## src/rtl/neuron_mac_z.sv

```systemverilog
// Serial MAC stage for one neuron: accumulates x*w pairs plus bias and
// emits the pre-activation z as an offset-128 Q4.4 code for the LUT stage.
module neuron_mac_z #(
    parameter int N_INPUTS = 4,
    parameter int CNT_W    = 3,
    parameter int ACC_W    = 20
) (
    input  logic       clk,
    input  logic       rst_n,
    input  logic [7:0] x_data,
    input  logic [7:0] w_data,
    input  logic [7:0] bias,
    input  logic       in_valid,
    output logic       in_ready,
    output logic [7:0] z_value,
    output logic       out_valid,
    input  logic       out_ready
);

    typedef enum logic [1:0] {
        S_ACC  = 2'd0,
        S_CALC = 2'd1,
        S_OUT  = 2'd2
    } state_t;

    state_t                   state_q, state_d;
    logic [CNT_W-1:0]         cnt_q, cnt_d;
    logic signed [ACC_W-1:0]  acc_q, acc_d;
    logic [7:0]               z_q, z_d;
    logic                     in_ready_q, in_ready_d;
    logic                     out_valid_q, out_valid_d;

    logic signed [15:0]       prod;
    logic signed [ACC_W-1:0]  prod_ext;
    logic signed [ACC_W-1:0]  bias_sh;
    logic signed [ACC_W-1:0]  rnd;
    logic signed [ACC_W-1:0]  s_val;
    logic signed [ACC_W-1:0]  t_val;
    logic [7:0]               z_sat;
    logic                     last_beat;

    // Product, bias alignment, rounding and saturation to the offset code
    always_comb begin
        prod      = $signed(x_data) * $signed(w_data);
        prod_ext  = {{(ACC_W-16){prod[15]}}, prod};
        bias_sh   = {{(ACC_W-12){bias[7]}}, bias, 4'b0000};
        rnd       = acc_q + ACC_W'(8);
        s_val     = rnd >>> 4;
        t_val     = s_val + ACC_W'(128);
        last_beat = (cnt_q == CNT_W'(N_INPUTS - 1));
        if (t_val[ACC_W-1]) begin
            z_sat = 8'h00;
        end else if (|t_val[ACC_W-2:8]) begin
            z_sat = 8'hFF;
        end else begin
            z_sat = t_val[7:0];
        end
    end

    // Next-state logic for ACC -> CALC -> OUT sequencing
    always_comb begin
        state_d     = state_q;
        cnt_d       = cnt_q;
        acc_d       = acc_q;
        z_d         = z_q;
        in_ready_d  = in_ready_q;
        out_valid_d = out_valid_q;
        unique case (state_q)
            S_ACC: begin
                if (in_valid) begin
                    if (cnt_q == '0) begin
                        acc_d = bias_sh + prod_ext;
                    end else begin
                        acc_d = acc_q + prod_ext;
                    end
                    if (last_beat) begin
                        cnt_d      = '0;
                        state_d    = S_CALC;
                        in_ready_d = 1'b0;
                    end else begin
                        cnt_d = cnt_q + CNT_W'(1);
                    end
                end
            end
            S_CALC: begin
                z_d         = z_sat;
                state_d     = S_OUT;
                out_valid_d = 1'b1;
            end
            S_OUT: begin
                if (out_ready) begin
                    state_d     = S_ACC;
                    out_valid_d = 1'b0;
                    in_ready_d  = 1'b1;
                end
            end
            default: begin
                state_d     = S_ACC;
                cnt_d       = '0;
                in_ready_d  = 1'b1;
                out_valid_d = 1'b0;
            end
        endcase
    end

    // State registers with synchronous active-low reset
    always_ff @(posedge clk) begin
        if (!rst_n) begin
            state_q     <= S_ACC;
            cnt_q       <= '0;
            acc_q       <= '0;
            z_q         <= 8'h00;
            in_ready_q  <= 1'b1;
            out_valid_q <= 1'b0;
        end else begin
            state_q     <= state_d;
            cnt_q       <= cnt_d;
            acc_q       <= acc_d;
            z_q         <= z_d;
            in_ready_q  <= in_ready_d;
            out_valid_q <= out_valid_d;
        end
    end

    assign in_ready  = in_ready_q;
    assign out_valid = out_valid_q;
    assign z_value   = z_q;

endmodule
```

## config.mk

```make
export PLATFORM = sky130hd
export DESIGN_NAME = neuron_mac_z
export DESIGN_NICKNAME = d
export VERILOG_FILES = /design/src/rtl/neuron_mac_z.sv
export SDC_FILE = /design/constraint.sdc
export NUM_CORES = 1
export LEC_CHECK = 0
export CAP_MARGIN = 0
export CORE_ASPECT_RATIO = 0.75
export CORE_MARGIN = 4
export CORE_UTILIZATION = 50
export CTS_BUF_LIST = sky130_fd_sc_hd__clkbuf_4 sky130_fd_sc_hd__clkbuf_8
export DETAILED_ROUTE_END_ITERATION = 8
export GPL_TIMING_DRIVEN = 0
export PLACE_DENSITY = 0.66
export SYNTH_ARGS = -nofsm -noshare
export SYNTH_HDL_FRONTEND = slang
export SYNTH_SLANG_ARGS = --single-unit
```

## constraint.sdc

```tcl
create_clock -name clk -period 11.2 [get_ports clk]
set_clock_uncertainty 0.2 [all_clocks]
set_input_delay 2.24 -clock clk [delete_from_list [all_inputs] [get_ports clk]]
set_output_delay 2.24 -clock clk [all_outputs]
set_load 0.05 [all_outputs]
```

==> metrics <==
worst skew pair latency 300 ps; Detailed Route Iter0 Violations 380; core area approximately 0.012 sq mm; Hold Slack approximately 260 ps; num ports 38; vias in the first global route just under 5000; FF+latch count, synth 35; HPWL Detailed 12.0 mm; Layout area overhead 11.3%; Synth area leader fa_1; Final Hold Viols 0; Least-Margin Pin Slew between 800 and 900 ps; global-route wire length before repair approximately 24 mm; startpoint types input port; Sink Count 35; RSZ-0062 raised after global routing false; CTS clk-pin slew, worst paths approximately 80 ps; commonest non-fill, non-tap cell in the layout inv_1; synth warn 0; Worst Path Arrival 8940 ps; max_slew headroom 0.461; fin cells 951; worst setup path class in2reg; synth top area cells fa_1 (19%), ha_1 (14%), dfxtp_1 (12%); period utilization 0.798; Top delay family on crit path adder cells; Worst Setup Slack post-DPL around 2000 ps; antenna violations before repair 0; clk buf depth 2; Max-Cap Viols 0; minimum clock period a little under 9000 ps; # H-tree levels 2; worst-path cell with the longest stage delay clkdlybuf4s50_1; register area around 700 sq um; Final Max Tran Viols 0; top_reg_cell synth dfxtp_1; slowest stage delay, CP roughly 570 ps; Placed Cells incl. Taps 943; Detail Route Antenna Nets 0; drt total wl ~14 mm; multi-input logic area 0.00480 sq mm; Max Fclk ~0.11 GHz; Die Y a little over 100 microns; n_diodes 0; CP Max Fanout 8; Detailed Routing Iterations Pass 1 5; fillers 1115; Post-synth ARST share 0; Crit. End Element flip-flop; vias post-DR ~5200; Num CTS Buffers 5; port bufs 36; largest net degree at the start of global routing 13; # nets final 942; setup slack after layout ~2300 ps; layout cells sized above 1 0.0304; grt total ovfl 0; Cell variety after synth 62; Synth top area share 0.191; CTS resizes 0; status finished, final reports clean; # setup viols final 0; commonest non-fill, non-tap cells in the layout inv_1 (108), ha_1 (69), nand2_1 (62); Root Buffer clkbuf_8; Post-synth EDFFs 0; post-synthesis sequential area ratio 0.117; worst path bufs/invs 5; setup TNS 0 ps; Overall Global Routing Usage 0.212; Synth Instances approximately 750; vias per inst 5.43; WL per Instance roughly 15 microns; synthesized area per cell around 8.0 sq um; Hold/Removal Path Class reg2reg; die area 0.0138 sq mm; GPL Wtd Cong ~0.88; # DRC 0; Synth Cell Area roughly 0.0060 sq mm; Worst Path Required 11200 ps; CTS tree built; Post-CTS Setup Bufs 0; hold_buf cts 0; Die X 134 microns; Initial Util 0.513; num rows 34; syn_nets around 900
==> worst paths after layout <==
path | start | endpoint | slack [ps] | cells past startpoint
worst max register to register | acc_q[4] | z_value[1] | 7220 | 14
worst min-delay path | z_value[6] | z_value[6] | 260 | 2
worst max-delay path | w_data[4] | acc_q[16] | 2260 | 26
worst min register to register | z_value[6] | z_value[6] | 260 | 2
==> per-stage QoR <==
| step | cell area [sq um] | util |
|---|---|---|
| after floorplan | 5980 | - |
| after global placement | 6540 | 0.561 |
| after detailed placement | 6540 | 0.561 |
| after CTS | 6660 | 0.571 |
| final | 6660 | 0.571 |
| after global routing | 6660 | 0.571 |
==> tightest hold or removal path, delay by kind of cell, from the launching register on <==
family           cells  cell delay (ps)
flip-flops           1              310
AND/OR/NAND/NOR      1               60
AO/OA/AOI/OAI        1               50
==> logic make-up after synthesis <==
| group | count (synthesis) | synth area share |
|---|---|---|
| compound gates | 163 | 0.180 |
| xor+xnor | 53 | 0.0776 |
| fa+ha+maj | 126 | 0.335 |
| buf+inv | 126 | 0.0793 |
| flops | 35 | 0.117 |
| mux | 1 | 0.00188 |
| simple gates | 241 | 0.209 |
==> per-layer routing <==
| metal | share of wire | GRT usage | vias up |
|---|---|---|---|
| met5 | 0 | 0 | - |
| met2 | 0.42 | 0.315 | 98 |
| li1 | - | - | 2595 |
| met4 | 0.0048 | 0.0227 | 0 |
| met3 | 0.046 | 0.0351 | 11 |
| met1 | 0.53 | 0.331 | 2460 |
==> area by class of cell <==
class / instances / area share
tap: 162 / 0.0305
multi-input combinational: 584 / 0.722
clock inverter: 3 / 0.00658
buffer: 17 / 0.00978
sequential: 35 / 0.105
timing repair buffer: 36 / 0.0541
clock buffer: 5 / 0.0103
inverter: 109 / 0.0615
==> registers in the layout (all words and copies together) (netlist names) <==
name,count
in_ready,1
acc_q,20
state_q,2
cnt_q,3
z_value,8
out_valid,1
==> cells in the mapped netlist, drive strengths merged, types with 14 or more instances <==
master and n:
inv 108, ha 69, nand2 62, fa 57, and2 49, a21oi 47
nor2 44, xnor2 39, dfxtp 35, o21ai 33, a21o 19, nor3 19
clkbuf 16, nand3 15, nor2b 14, xor2 14
Power is not shown: default switching activity piles up to over one toggle a cycle in this logic, so the estimate is an artifact.
==> variant (same flow settings) <==
Change the parameter `ACC_W` from 20 to 16.
--- a/src/rtl/neuron_mac_z.sv
+++ b/src/rtl/neuron_mac_z.sv
@@ -4,5 +4,5 @@
     parameter int N_INPUTS = 4,
     parameter int CNT_W    = 3,
-    parameter int ACC_W    = 20
+    parameter int ACC_W    = 16
 ) (
     input  logic       clk,
Check against the original RTL: not equivalent (a bounded check fails within 10 cycles, from zero or initial values and one cycle with rst_n low).
==> variant against the unedited design <==
Cell area is 9.6% lower; routed wire length is 19% lower; register-to-register slack better by 0.88 ns; sequential cell count is 4 lower; final cell count is 12% lower; first-iteration DRC count is 47% lower; sequential share of layout area is 0.21 points lower; non-clock buffer count is 4 lower; fmax is 7.1% higher; synthesized area is 10% lower; setup slack better by 0.60 ns; critical path type unchanged.
==> variant: results (changes against the unedited design) <==
* Post-synth cell types at 60 (was 62)
* Adder-cell area share of the yosys netlist at 0.362 (was 0.335)
* Nets at 845 (was 942)
* Max FFs per register at 16 (was 20)
* GRT Total Usage at 0.195 (was 0.212)
* Vias in the first global route at 4,309 (was 4,849)
* Post-synth top cells: inv_1, ha_1, fa_1 (was inv_1, ha_1, nand2_1)
* Ranking of synthesized cells by area: fa_1, ha_1, dfxtp_1 (unchanged)
* Dpl cell area at 5900 um^2 (was 6540 um^2)
* XOR/XNOR share of the synthesized area at 0.0686 (was 0.0776)
* Clk sinks at 31 (was 35)
* Largest net degree at the start of global routing at 11 (was 13)
* Avg Synthesized Cell Area at 8.22 um^2 (was 8.03 um^2)
* Buffers added on ports at 37 (was 36)
* Layout non-clock buf frac at 0.0697 (was 0.0639)
* Met3 Usage GRT at 0.0297 (was 0.0351)
* Multi-input combinational area share at 0.714 (was 0.722)
* Layout fillers at 934 (was 1,115)
* RePlAce Congestion at 0.914 (was 0.880)
* Routed WL per cell at 13.8 um (was 14.9 um)
* Synth area leader: fa_1 (unchanged)
* R2r setup slk at 8.10 ns (was 7.22 ns)
* Clock buffer cells at 6 (was 5)
* First-pass GRT wire length at 20,200 um (was 23,800 um)
* Slew headroom at 0.626 (was 0.461)
* Worst hold slack at 0.270 ns (was 0.263 ns)
* Vias after detailed routing at 4,438 (was 5,164)
* Placed insts at 825 (was 943)
* Pre-CTS setup slack at 2.60 ns (was 2.03 ns)
* Post-synth ARST share at 0 (unchanged)
* Repair and plain buffers at 49 (was 53)
* Register area share after synthesis at 0.116 (was 0.117)
* Status: complete, no violations (unchanged)
* Number of logic inverters in the finished layout at 105 (was 109)
* Die width at 128 um (was 134 um)
* CTS Buffer Depth at 2 (unchanged)
* WP data arrival at 8.39 ns (was 8.94 ns)
* Clk cell area share at 0.0195 (was 0.0169)
* HPWL after detailed placement at 9890 um (was 12,000 um)
* Compound-Gate Fraction of Synth Area at 0.175 (was 0.180)
* Comb_multi_in at 504 (was 584)
* Final WS setup at 2.85 ns (was 2.26 ns)
* Vias per inst at 5.33 (was 5.43)
variant: cell types whose count changed in the layout (fill, tap and decap cells not counted), moves of 5 or more:
cell and delta:
xnor2_1 -7, a21o_1 -10, nor2b_1 -6, o21a_1 +7
nand2b_1 -5, a211oi_1 -5, nor3_1 -7, ha_1 -5
nand2_1 -15, a21oi_1 -6, a31oi_1 -6, clkbuf_1 -5
variant: path summary, 6_finish.rpt:
path                    end  depth (start not counted)  startpoint
hold reg to reg    acc_q[2]                          2    acc_q[2]
setup / recovery  acc_q[14]                         25   x_data[3]
hold / removal     acc_q[2]                          2    acc_q[2]
setup reg to reg  acc_q[14]                         10    acc_q[0]
variant: routing by layer:
layer / up-vias / part of all wire
li1: 2249 / -
met5: - / 0
met2: 77 / 0.43
met3: 8 / 0.040
met1: 2104 / 0.52
met4: 0 / 0.0082
variant: worst max-delay path: cells and delay by family:
kind / cells / cell delay (ns)
fa+ha+maj: 6 / 2.73
compound gates: 8 / 1.64
simple gates: 5 / 0.91
buf+inv: 6 / 0.86
